File: src/rtl/gcd_arb_pkg.sv
// rtl/gcd_arb_pkg.sv - state encoding, default widths and ID-width helper for the GCD job arbiter
package gcd_arb_pkg;

    localparam int DEF_N_REQ       = 4;
    localparam int DEF_DW          = 16;
    localparam int DEF_TIMEOUT_CYC = 1023;

    typedef enum logic [2:0] {
        ST_IDLE  = 3'd0,
        ST_ISSUE = 3'd1,
        ST_WAIT  = 3'd2,
        ST_RESP  = 3'd3,
        ST_CLR   = 3'd4
    } arb_state_e;

    function automatic int id_width(input int n);
        return (n > 1) ? $clog2(n) : 1;
    endfunction

endpackage

File: src/rtl/gcd_rr_pick.sv
// rtl/gcd_rr_pick.sv - combinational round-robin picker, searching upward from rr_ptr+1 with wrap
module gcd_rr_pick
    import gcd_arb_pkg::*;
#(
    parameter int  N_REQ = DEF_N_REQ,
    localparam int IDW   = id_width(N_REQ)
) (
    input  logic [N_REQ-1:0] req,
    input  logic [IDW-1:0]   rr_ptr,
    output logic [N_REQ-1:0] gnt,
    output logic [IDW-1:0]   gnt_idx,
    output logic             any_valid
);

    logic [IDW-1:0] idx;

    always_comb begin
        gnt       = '0;
        gnt_idx   = '0;
        any_valid = 1'b0;
        idx       = '0;
        for (int k = 1; k <= N_REQ; k++) begin
            idx = IDW'((int'(rr_ptr) + k) % N_REQ);
            if (!any_valid && req[idx]) begin
                any_valid = 1'b1;
                gnt_idx   = idx;
                gnt[idx]  = 1'b1;
            end
        end
    end

endmodule

File: src/rtl/gcd_job_arbiter.sv
// rtl/gcd_job_arbiter.sv - shares one GCD engine among N_REQ requesters; optional WAIT timeout under GCD_ARB_TIMEOUT_EN
module gcd_job_arbiter
    import gcd_arb_pkg::*;
#(
    parameter int  N_REQ       = DEF_N_REQ,
    parameter int  DW          = DEF_DW,
    parameter int  TIMEOUT_CYC = DEF_TIMEOUT_CYC,
    localparam int IDW         = id_width(N_REQ)
) (
    input  logic                clk,
    input  logic                rst_n,
    input  logic [N_REQ-1:0]    req_valid,
    output logic [N_REQ-1:0]    req_ready,
    input  logic [N_REQ*DW-1:0] req_a,
    input  logic [N_REQ*DW-1:0] req_b,
    output logic                resp_valid,
    input  logic                resp_ready,
    output logic [IDW-1:0]      resp_id,
    output logic [DW-1:0]       resp_data,
    output logic                resp_err,
    output logic                busy,
    output logic [DW-1:0]       eng_a,
    output logic [DW-1:0]       eng_b,
    output logic                eng_start,
    output logic                eng_clr,
    input  logic                eng_done,
    input  logic [DW-1:0]       eng_result
);

    arb_state_e     state_q, state_d;
    logic [IDW-1:0] rr_ptr_q, rr_ptr_d;
    logic [IDW-1:0] resp_id_q, resp_id_d;
    logic [DW-1:0]  resp_data_q, resp_data_d;
    logic [DW-1:0]  eng_a_q, eng_a_d;
    logic [DW-1:0]  eng_b_q, eng_b_d;
    logic           used_eng_q, used_eng_d;

    logic [N_REQ-1:0] gnt;
    logic [IDW-1:0]   gnt_idx;
    logic             any_valid;
    logic [DW-1:0]    a_arr [N_REQ];
    logic [DW-1:0]    b_arr [N_REQ];
    logic [DW-1:0]    sel_a, sel_b;
    logic             idle;

`ifdef GCD_ARB_TIMEOUT_EN
    localparam int TW = $clog2(TIMEOUT_CYC + 1);
    logic [TW-1:0] to_cnt_q, to_cnt_d;
    logic          err_q, err_d;
`endif

    for (genvar i = 0; i < N_REQ; i++) begin : g_unpack
        assign a_arr[i] = req_a[i*DW +: DW];
        assign b_arr[i] = req_b[i*DW +: DW];
    end

    gcd_rr_pick #(.N_REQ(N_REQ)) u_pick (
        .req       (req_valid),
        .rr_ptr    (rr_ptr_q),
        .gnt       (gnt),
        .gnt_idx   (gnt_idx),
        .any_valid (any_valid)
    );

    assign sel_a = a_arr[gnt_idx];
    assign sel_b = b_arr[gnt_idx];
    assign idle  = (state_q == ST_IDLE);

    always_comb begin
        state_d     = state_q;
        rr_ptr_d    = rr_ptr_q;
        resp_id_d   = resp_id_q;
        resp_data_d = resp_data_q;
        eng_a_d     = eng_a_q;
        eng_b_d     = eng_b_q;
        used_eng_d  = used_eng_q;
`ifdef GCD_ARB_TIMEOUT_EN
        to_cnt_d    = to_cnt_q;
        err_d       = err_q;
`endif
        case (state_q)
            ST_IDLE: begin
                if (any_valid) begin
                    rr_ptr_d  = gnt_idx;
                    resp_id_d = gnt_idx;
`ifdef GCD_ARB_TIMEOUT_EN
                    err_d     = 1'b0;
`endif
                    // The subtractive engine never terminates on a zero operand, so answer directly.
                    if (sel_a == '0 || sel_b == '0) begin
                        resp_data_d = sel_a | sel_b;
                        used_eng_d  = 1'b0;
                        state_d     = ST_RESP;
                    end else begin
                        eng_a_d    = sel_a;
                        eng_b_d    = sel_b;
                        used_eng_d = 1'b1;
                        state_d    = ST_ISSUE;
                    end
                end
            end
            ST_ISSUE: begin
`ifdef GCD_ARB_TIMEOUT_EN
                to_cnt_d = '0;
`endif
                state_d = ST_WAIT;
            end
            ST_WAIT: begin
                if (eng_done) begin
                    resp_data_d = eng_result;
                    state_d     = ST_RESP;
                end
`ifdef GCD_ARB_TIMEOUT_EN
                else if (to_cnt_q == TW'(TIMEOUT_CYC - 1)) begin
                    resp_data_d = '0;
                    err_d       = 1'b1;
                    state_d     = ST_RESP;
                end else begin
                    to_cnt_d = to_cnt_q + 1'b1;
                end
`endif
            end
            ST_RESP: begin
                if (resp_ready) begin
                    state_d = used_eng_q ? ST_CLR : ST_IDLE;
                end
            end
            ST_CLR: begin
                eng_a_d = '0;
                eng_b_d = '0;
                state_d = ST_IDLE;
            end
            default: state_d = ST_IDLE;
        endcase
    end

    always_ff @(posedge clk) begin
        if (!rst_n) begin
            state_q     <= ST_IDLE;
            rr_ptr_q    <= IDW'(N_REQ - 1);
            resp_id_q   <= '0;
            resp_data_q <= '0;
            eng_a_q     <= '0;
            eng_b_q     <= '0;
            used_eng_q  <= 1'b0;
`ifdef GCD_ARB_TIMEOUT_EN
            to_cnt_q    <= '0;
            err_q       <= 1'b0;
`endif
        end else begin
            state_q     <= state_d;
            rr_ptr_q    <= rr_ptr_d;
            resp_id_q   <= resp_id_d;
            resp_data_q <= resp_data_d;
            eng_a_q     <= eng_a_d;
            eng_b_q     <= eng_b_d;
            used_eng_q  <= used_eng_d;
`ifdef GCD_ARB_TIMEOUT_EN
            to_cnt_q    <= to_cnt_d;
            err_q       <= err_d;
`endif
        end
    end

    assign req_ready  = (idle && rst_n) ? gnt : '0;
    assign resp_valid = (state_q == ST_RESP);
    assign resp_id    = resp_id_q;
    assign resp_data  = resp_data_q;
    assign busy       = !idle;
    assign eng_a      = eng_a_q;
    assign eng_b      = eng_b_q;
    assign eng_start  = (state_q == ST_ISSUE);
    // Holding clear through reset keeps the engine parked while the arbiter restarts.
    assign eng_clr    = (state_q == ST_CLR) || !rst_n;
`ifdef GCD_ARB_TIMEOUT_EN
    assign resp_err   = err_q;
`else
    assign resp_err   = 1'b0;
`endif

endmodule

File: config.mk
export PLATFORM = sky130hd
export DESIGN_NAME = gcd_job_arbiter
export DESIGN_NICKNAME = d
export VERILOG_FILES = /design/src/rtl/gcd_arb_pkg.sv /design/src/rtl/gcd_rr_pick.sv /design/src/rtl/gcd_job_arbiter.sv
export SDC_FILE = /design/constraint.sdc
export NUM_CORES = 1
export LEC_CHECK = 0
export BUFFER_PORTS_ARGS = -buffer_cell sky130_fd_sc_hd__buf_2
export CORE_MARGIN = 1.5
export CORE_UTILIZATION = 30
export CTS_CLUSTER_SIZE = 40
export DETAILED_ROUTE_END_ITERATION = 10
export PLACE_DENSITY_LB_ADDON = 0.3
export SLEW_MARGIN = 20
export SYNTH_ARGS = -nofsm -noshare
export SYNTH_HDL_FRONTEND = slang
export SYNTH_SLANG_ARGS = --single-unit
File: constraint.sdc
create_clock -name clk -period 5.9 [get_ports clk]
set_input_delay 1.18 -clock clk [delete_from_list [all_inputs] [get_ports clk]]
set_output_delay 1.18 -clock clk [all_outputs]
set_load 0.05 [all_outputs]
==> flow_summary.ini, run 1 <==
[timing]
min_period_ns = 5.00
timing.fmax_ghz = 0.200
fin_crit_sh_pct = 84.7
hold_ws_ns = 0.463
skew_ns = 0.00874
slew_headroom_pct = 25.4
tightest_slew_ns = 1.12
drv_slew = 0
rsz0062_at_grt = false
finalSetupTns_ns = 0
hold_violations = 0
setup_violations = 0
worst_slack_ns = 0.903

[global_routing]
grt_remaining_overflow = 0
grt_max_degree = 64
first_global_vias = 4661
antenna_found_initial = 0
grt_pass1_wl_um = 25500
grtUsageTotal_pct = 20.4

[clock_network]
cts_tree = yes
clkTransAtPathRegs_ns = 0.07
clock-sinks = 56
cts_setup_buffers = 0
clockBufferDepth = 2
root_buffer = clkbuf_16
post_cts_resized = 0
clk_latency_ns = 0.29
hold_buffers = 0
htree_levels = 2
cts-buffers-inserted = 5

[hold_path]
hold_path_class = flip-flop to flip-flop

[finish]
finish.utilization_pct = 39.1
drive_gt1_share_pct = 35.8
stdcell_area_um2 = 5900
area_delta_synth_final_pct = 28.4
fin_cells = 956
antenna_cells = 0
num-fill-cells = 1624
final_nets = 925

[power]
powerDensity_nw_per_um2 = 639
power_mw = 3.77
p_leak_nw = 2.71
ir_worst_vdd_v = 0.000221

[placed_design]
postPlaceCellArea_um2 = 5730
place_inst = 948
hpwl_um = 13600
gp_congestion = 0.891
pre_cts_ws_ns = 0.931
portBuffers = 209

[synthesis]
synthTopCellsByArea = dfxtp_1, mux2i_1, nand2_1
synth_top_flop_cell = dfxtp_1
syn_area_um2 = 4590
syn_nets = 751
synth_area_leader_cell = dfxtp_1
ys_types = 54
async_flop_share_pct = 0
ys_ff_latch = 56
syn_avg_cell_area_um2 = 7.74
synthCells = 593
ys_seq_area_share_pct = 24.4
synth_edf_count = 0
netlist.area_leader.share_pct = 24.4
synth_warnings = 0

[worst_setup_path]
arrival_ns = 5.20
critPathLaunchType = flip-flop
critPathLaunch = rr_ptr_q[1]
endpoint = eng_b[3]
cp-end-kind = flip-flop
worstPathRequired_ns = 6.10
crit_path_max_fanout = 38
regToRegEndpoint = eng_b[3]
r2r_cells = 14
worstReg2RegStart = rr_ptr_q[1]
critical_path_class = flip-flop to flip-flop
rrSetupSlack_ns = 0.90

[route]
wl_per_cell_um = 17.8
drt_first_pass_iters = 5
routed_via_density = 5.30
drc = 0
drtIter0Drc = 358
ant_nets = 0
routed_wl_um = 17000
via_count = 5065

[floorplanning]
start_util_pct = 30.4
die_h_um = 127
die_w_um = 127
ioPinCount = 211
die_area_um2 = 16100
core_area_um2 = 15100
num_rows = 45

[run]
drv_cap = 0

[status]
status = complete, no violations
==> worst min path at each step <==
stage / start / end / slack, ns / cells past startpoint
5_1_grt: eng_b[15] / eng_b[15] / 0.49 / 2
4_1_cts: resp_data[3] / resp_data[3] / 0.46 / 2
3_3_place_gp: resp_data[12] / resp_data[12] / 0.45 / 2
2_1_floorplan: used_eng_q / used_eng_q / 0.44 / 2
3_5_place_dp: resp_data[3] / resp_data[3] / 0.45 / 2
6_report: resp_data[3] / resp_data[3] / 0.46 / 2
==> critical path, stage by stage (launching register included) <==
cell and delay [ns]:
dfxtp_1 0.60, inv_1 0.15, ha_1 0.50, mux4_2 0.64, nand2b_4 0.20, a21oi_4 0.33
o21ai_2 0.31, buf_4 0.29, a2111oi_4 0.34, mux2i_1 0.11, or4_4 0.58, nand3_2 0.40
buf_12 0.25, nand3_1 0.10, o31ai_1 0.10
==> kinds of logic after synthesis <==
kind of cell	share of synthesized area (%)
other	0.0817
AO/OA/AOI/OAI	22.8
flip-flops	24.4
adder cells (fa/ha/maj)	1.63
AND/OR/NAND/NOR	24.8
multiplexers	19.9
buffers and inverters	6.32
==> per-layer routing <==
metal  up-vias  GRT usage (%)  wire [um]  part of all wire [%]
li1       2536              -          -                     -
met1      2307           28.8       7860                    46
met2       203           34.1       8000                    47
met3        19           1.27        882                   5.2
met4         0           4.75        276                   1.6
met5         -              0          0                     0
==> cell usage in the layout (no fill, tap or decap), types with 2 or more instances in the layout <==
master	instances
a211o_1	3
a21boi_0	6
a21oi_1	13
a21oi_4	3
a221oi_1	4
a22oi_1	4
a31oi_1	6
buf_2	209
buf_4	9
clkbuf_16	5
dfxtp_1	56
ha_1	6
inv_1	6
mux2_2	24
mux2i_1	54
mux4_2	4
nand2_1	105
nand2b_1	17
nand3_1	37
nor2_1	34
nor3_1	20
nor3b_1	2
nor4_1	5
o211a_1	4
o211ai_1	11
o21ai_0	53
o221a_2	3
o221ai_1	9
o22ai_1	3
o311ai_0	15
or4_1	12
==> cell usage after synthesis (all sizes together) (3+ instances only) <==
| library cell | number |
|---|---|
| ha | 6 |
| nor3 | 20 |
| buf | 23 |
| a211o | 3 |
| a21oi | 17 |
| a221oi | 4 |
| nand2b | 18 |
| or4 | 13 |
| clkbuf | 29 |
| nor2 | 34 |
| mux2i | 55 |
| nor3b | 3 |
| o211a | 5 |
| o221a | 3 |
| o221ai | 9 |
| a31oi | 6 |
| nand3 | 38 |
| mux4 | 4 |
| dfxtp | 56 |
| inv | 6 |
| o311ai | 15 |
| nor4 | 5 |
| o22ai | 4 |
| a21boi | 6 |
| nand2 | 105 |
| mux2 | 24 |
| o21ai | 54 |
| o211ai | 11 |
| a22oi | 4 |
==> report_power, final <==
part           internal, mW  switching [mW]  total, mW
Combinational         0.891            1.91       2.81
Sequential            0.521          0.0998      0.620
Clock                 0.202           0.142      0.344
==> state kept, by name (all words and copies together) (netlist names) <==
| name | count |
|---|---|
| eng_a | 16 |
| resp_id | 2 |
| state_q | 3 |
| used_eng_q | 1 |
| rr_ptr_q | 2 |
| resp_data | 16 |
| eng_b | 16 |
==> cell type report <==
type	count	area, um2	area share (%)
Clock buffer	5	125	2.12
Clock inverter	3	46.3	0.785
Inverter	7	26.3	0.446
Multi-Input combinational cell	478	3210	54.4
Sequential cell	56	1120	19.0
Tap cell	188	235	3.99
Timing Repair Buffer	219	1130	19.2
(Power assumes the default switching activity.)
==> run 2, diff against run 1 <==
clock period = 4.88 ns   (was 5.9 ns; I/O delays follow)
==> run 2 against run 1 <==
  * Utilization up 0.31 points
  * Highest routed layer unchanged
  * Via count about the same
  * Total power up 22%
  * Worst hold slack better by 0.0027 ns
  * Clock-buffer cell count unchanged
==> flow_summary.ini, run 2 (synthesized netlist as in run 1, its figures left out) <==
[power]
power.share.sequential_pct = 16.1
p_comb_share_pct = 75.9
p_int_mw = 1.96
ir_worst_vdd_v = 0.000330
pwr-share-clk_pct = 8.0
power_mw = 4.59
powerDensity_nw_per_um2 = 773
power.share.switching_pct = 57.4
power.net_switching_mw = 2.64
p_leak_nw = 2.74

[run]
drv_cap = 0

[global_routing]
grtUsageTotal_pct = 20.5
first_global_vias = 4733
grt_max_degree = 65
grt_pass1_wl_um = 25900
grt_remaining_overflow = 0
antenna_found_initial = 0

[worst_setup_path]
cp-end-kind = flip-flop
worstPathRequired_ns = 5.03
crit_path_max_fanout = 27
critPathLaunchType = flip-flop
critical_path_class = flip-flop to flip-flop
arrival_ns = 4.29

[timing]
hold_ws_ns = 0.465
drv_slew = 0
timing.fmax_ghz = 0.242
hold_violations = 0
rsz0062_at_grt = false
skew_ns = 0.00547
finalSetupTns_ns = 0
min_period_ns = 4.13
tightest_slew_ns = 0.829
setup_violations = 0
fin_crit_sh_pct = 84.7
slew_headroom_pct = 44.7

[floorplanning]
ioPinCount = 211
start_util_pct = 30.4
die_h_um = 127
num_rows = 45
core_area_um2 = 15100
die_w_um = 127
die_area_um2 = 16100

[finish]
stdcell_area_um2 = 5940
num-fill-cells = 1635
final_nets = 934
regArea_um2 = 1120
antenna_cells = 0
multiInputGateArea_um2 = 3210
final_common_cell = buf_2
drive_gt1_share_pct = 36.6
area_delta_synth_final_pct = 29.4
final_cell_mix = buf_2, nand2_1, dfxtp_1

[clock_network]
cts_setup_buffers = 0
cts_tree = yes
clock-sinks = 56
clkTransAtPathRegs_ns = 0.07
cts-buffers-inserted = 5
clk_latency_ns = 0.29
htree_levels = 2
root_buffer = clkbuf_16
hold_buffers = 0
clockBufferDepth = 2
post_cts_resized = 0

[route]
wl_per_cell_um = 17.5
drc = 0
drt_first_pass_iters = 5
routed_wl_um = 16800
ant_nets = 0
drtIter0Drc = 339
via_count = 5067
routed_via_density = 5.25

[placed_design]
postPlaceCellArea_um2 = 5790
portBuffers = 209
gp_congestion = 0.972
hpwl_um = 13700

[status]
status = complete, no violations

[hold_path]
hold_path_class = flip-flop to flip-flop
[run 2: cell count changes in the layout (fill, tap and decap cells not counted)]
cell	delta
inv_6	+1
buf_4	+9
bufinv_16	-1
[run 2: path summary, 6_finish.rpt]
| path | endpoint | cells past startpoint | slack [ns] | start |
|---|---|---|---|---|
| max | resp_data[14] | 13 | 0.75 | rr_ptr_q[0] |
| min reg2reg | resp_data[13] | 2 | 0.47 | resp_data[13] |
| max reg2reg | resp_data[14] | 13 | 0.75 | rr_ptr_q[0] |
| min | resp_data[13] | 2 | 0.47 | resp_data[13] |
[run 2: per-stage QoR]
stage          utilization [%]  std cells  setup slack (ns)
2_1_floorplan                -        593             0.388
3_3_place_gp              38.4        957             0.642
3_5_place_dp              38.4        957             0.613
4_1_cts                   39.4        965             0.780
5_1_grt                   39.4        965             0.445
6_report                  39.4        965             0.746
[run 2: final cells by class]
cell class,instances,share of cell area (%)
Clock inverter,3,0.421
Multi-Input combinational cell,478,54.0
Inverter,7,0.442
Clock buffer,5,2.11
Sequential cell,56,18.9
Timing Repair Buffer,228,20.2
Tap cell,188,3.96
[run 2: power groups by stage]
| stage | registers [mW] | clock network (mW) | logic (mW) |
|---|---|---|---|
| after floorplan | 1.24 | 0 | 2.04 |
| after global placement | 0.747 | 0 | 3.46 |
| after detailed placement | 0.748 | 0 | 3.47 |
| after CTS | 0.739 | 0.375 | 3.47 |
| after global routing | 0.758 | 0.392 | 3.77 |
| final | 0.738 | 0.368 | 3.49 |
[run 2: per-layer routing]
layer | vias to the layer above | track usage [%] | part of all wire [%]
li1 | 2559 | - | -
met1 | 2293 | 28.0 | 46
met2 | 194 | 33.7 | 46
met3 | 21 | 3.08 | 5.4
met4 | 0 | 5.48 | 2.3
met5 | - | 0 | 0
[run 2: critical path, stage by stage (launching register included)]
cell and delay, ns:
dfxtp_1 0.34, clkinv_1 0.09, ha_1 0.50, mux4_2 0.64, nor3_1 0.21, nand3_1 0.15, o31ai_4 0.11, buf_4 0.27
buf_4 0.40, mux2_2 0.38, nand2_1 0.06, o21ai_0 0.26, o311ai_0 0.44, mux2i_1 0.13
==> run 3, diff against run 2 <==
clock period = 3.7 ns   (was 4.88 ns; I/O delays follow)
==> run 3 against run 2 <==
  * Non-clock buffer count rose by 54
  * Sequential power rose by 34%
  * Clock skew about the same
  * Critical path depth rose by 2
  * Final area is 11% higher
  * Combinational power grew 63%
==> flow_summary.ini, run 3 (synthesized netlist as in run 1, its figures left out) <==
[clock_network]
clockBufferDepth = 2
cts-buffers-inserted = 5
hold_buffers = 0
clock-sinks = 56
clkTransAtPathRegs_ns = 0.07
cts_tree = yes
root_buffer = clkbuf_16
htree_levels = 2
clk_latency_ns = 0.30

[worst_setup_path]
crit_family = simple AND/OR/NAND/NOR gates
worstPathCellList = clkinv_8, ha_4, mux4_2, buf_4, inv_1, a21oi_2, buf_12, o221a_2, nor4_2, mux2i_1, or4_4, nand3_4, clkbuf_16, nand3_1, o21ai_0
slowest_delay_ns = 0.58
arrival_ns = 3.82
critical_path_class = flip-flop to flip-flop
crit_path_max_fanout = 25
worst-path-buf-inv = 5
cp_slowest_cell = mux4_2
critPathLaunchType = flip-flop
cp-end-kind = flip-flop
worstPathRequired_ns = 3.93

[placed_design]
hpwl_um = 14200
portBuffers = 209
pre_cts_ws_ns = -0.166
gp_congestion = 0.901

[global_routing]
grtUsageTotal_pct = 20.9
grt_max_degree = 64
grt_pass1_wl_um = 26400
first_global_vias = 4879
antenna_found_initial = 1
grt_remaining_overflow = 0

[power]
power_mw = 7.23
powerDensity_nw_per_um2 = 1100
p_leak_nw = 3.08
ir_worst_vdd_v = 0.000351

[floorplanning]
die_w_um = 127
die_h_um = 127
ioPinCount = 211
start_util_pct = 30.4
die_area_um2 = 16100
num_rows = 45
core_area_um2 = 15100

[finish]
drive_gt1_share_pct = 42.2
num-fill-cells = 1579
multiInputGateArea_um2 = 3290
finish.utilization_pct = 43.7
final_cell_mix = buf_2, nand2_1, buf_4
area_delta_synth_final_pct = 43.7
final_nets = 988
final_common_cell = buf_2
regArea_um2 = 1120

[timing]
tightest_slew_ns = 0.821
skew_ns = 0.00565
setup_violations = 0
drv_slew = 0
hold_violations = 0
min_period_ns = 3.59
fin_crit_sh_pct = 97.0
slew_headroom_pct = 44.7
timing.fmax_ghz = 0.279
worst_slack_ns = 0.111

[route]
routed_wl_um = 17900
drt_first_pass_iters = 4
drc = 0
via_count = 5399
wl_per_cell_um = 17.6
ant_nets = 0
routed_via_density = 5.29
drtIter0Drc = 288

[hold_path]
hold_path_class = flip-flop to flip-flop

[status]
status = complete, no violations

[run]
drv_cap = 0
run 3: repair_timing:
action / CTS / global route
buffers inserted: 0 / 10
gates resized for setup: 0 / 17
setup endpoints to repair: 0 / 49
run 3: report_power, final:
part	internal [mW]	switching [mW]	leakage (nW)
Combinational	2.31	3.40	2.54
Sequential	0.834	0.153	0.460
Clock	0.319	0.223	0.0798
run 3: final cells by class:
class | count | area share (%)
multi-input combinational | 478 | 49.9
timing repair buffer | 282 | 26.3
sequential | 56 | 17.1
tap | 188 | 3.57
clock buffer | 5 | 1.90
clock inverter | 3 | 0.645
inverter | 7 | 0.588
antenna | 1 | 0.0379
run 3: stage by stage:
| step | std cells | area, um2 | hold slack, ns | TNS (ns) |
|---|---|---|---|---|
| floorplan | 593 | 4720 | 0.439 | -6.35 |
| detailed placement | 998 | 6200 | 0.458 | -3.77 |
| global route | 1020 | 6600 | 0.487 | -0.354 |
| global placement | 998 | 6200 | 0.450 | -1.88 |
| finish | 1020 | 6600 | 0.468 | 0 |
| CTS | 1006 | 6370 | 0.468 | 0 |
run 3: final timing paths:
check | slack (ns) | from | cells after the start | endpoint
hold / removal | 0.47 | eng_b[9] | 2 | eng_b[9]
setup reg to reg | 0.11 | rr_ptr_q[0] | 15 | eng_b[15]
setup / recovery | 0.11 | rr_ptr_q[0] | 15 | eng_b[15]
hold reg to reg | 0.47 | eng_b[9] | 2 | eng_b[9]
run 3: worst register-to-register path: stages, from the launching register on:
cell       delay, ns
dfxtp_4         0.39
clkinv_8        0.05
ha_4            0.27
mux4_2          0.58
buf_4           0.17
inv_1           0.07
a21oi_2         0.08
buf_12          0.15
o221a_2         0.28
nor4_2          0.26
mux2i_1         0.10
or4_4           0.54
nand3_4         0.18
clkbuf_16       0.22
nand3_1         0.08
o21ai_0         0.09
run 3: per-layer routing:
layer | up-vias | wire (um) | global-route usage (%)
met4 | 0 | 386 | 6.02
met2 | 205 | 8500 | 34.8
li1 | 2659 | - | -
met3 | 23 | 920 | 2.19
met5 | - | 0 | 0
met1 | 2512 | 8120 | 28.7
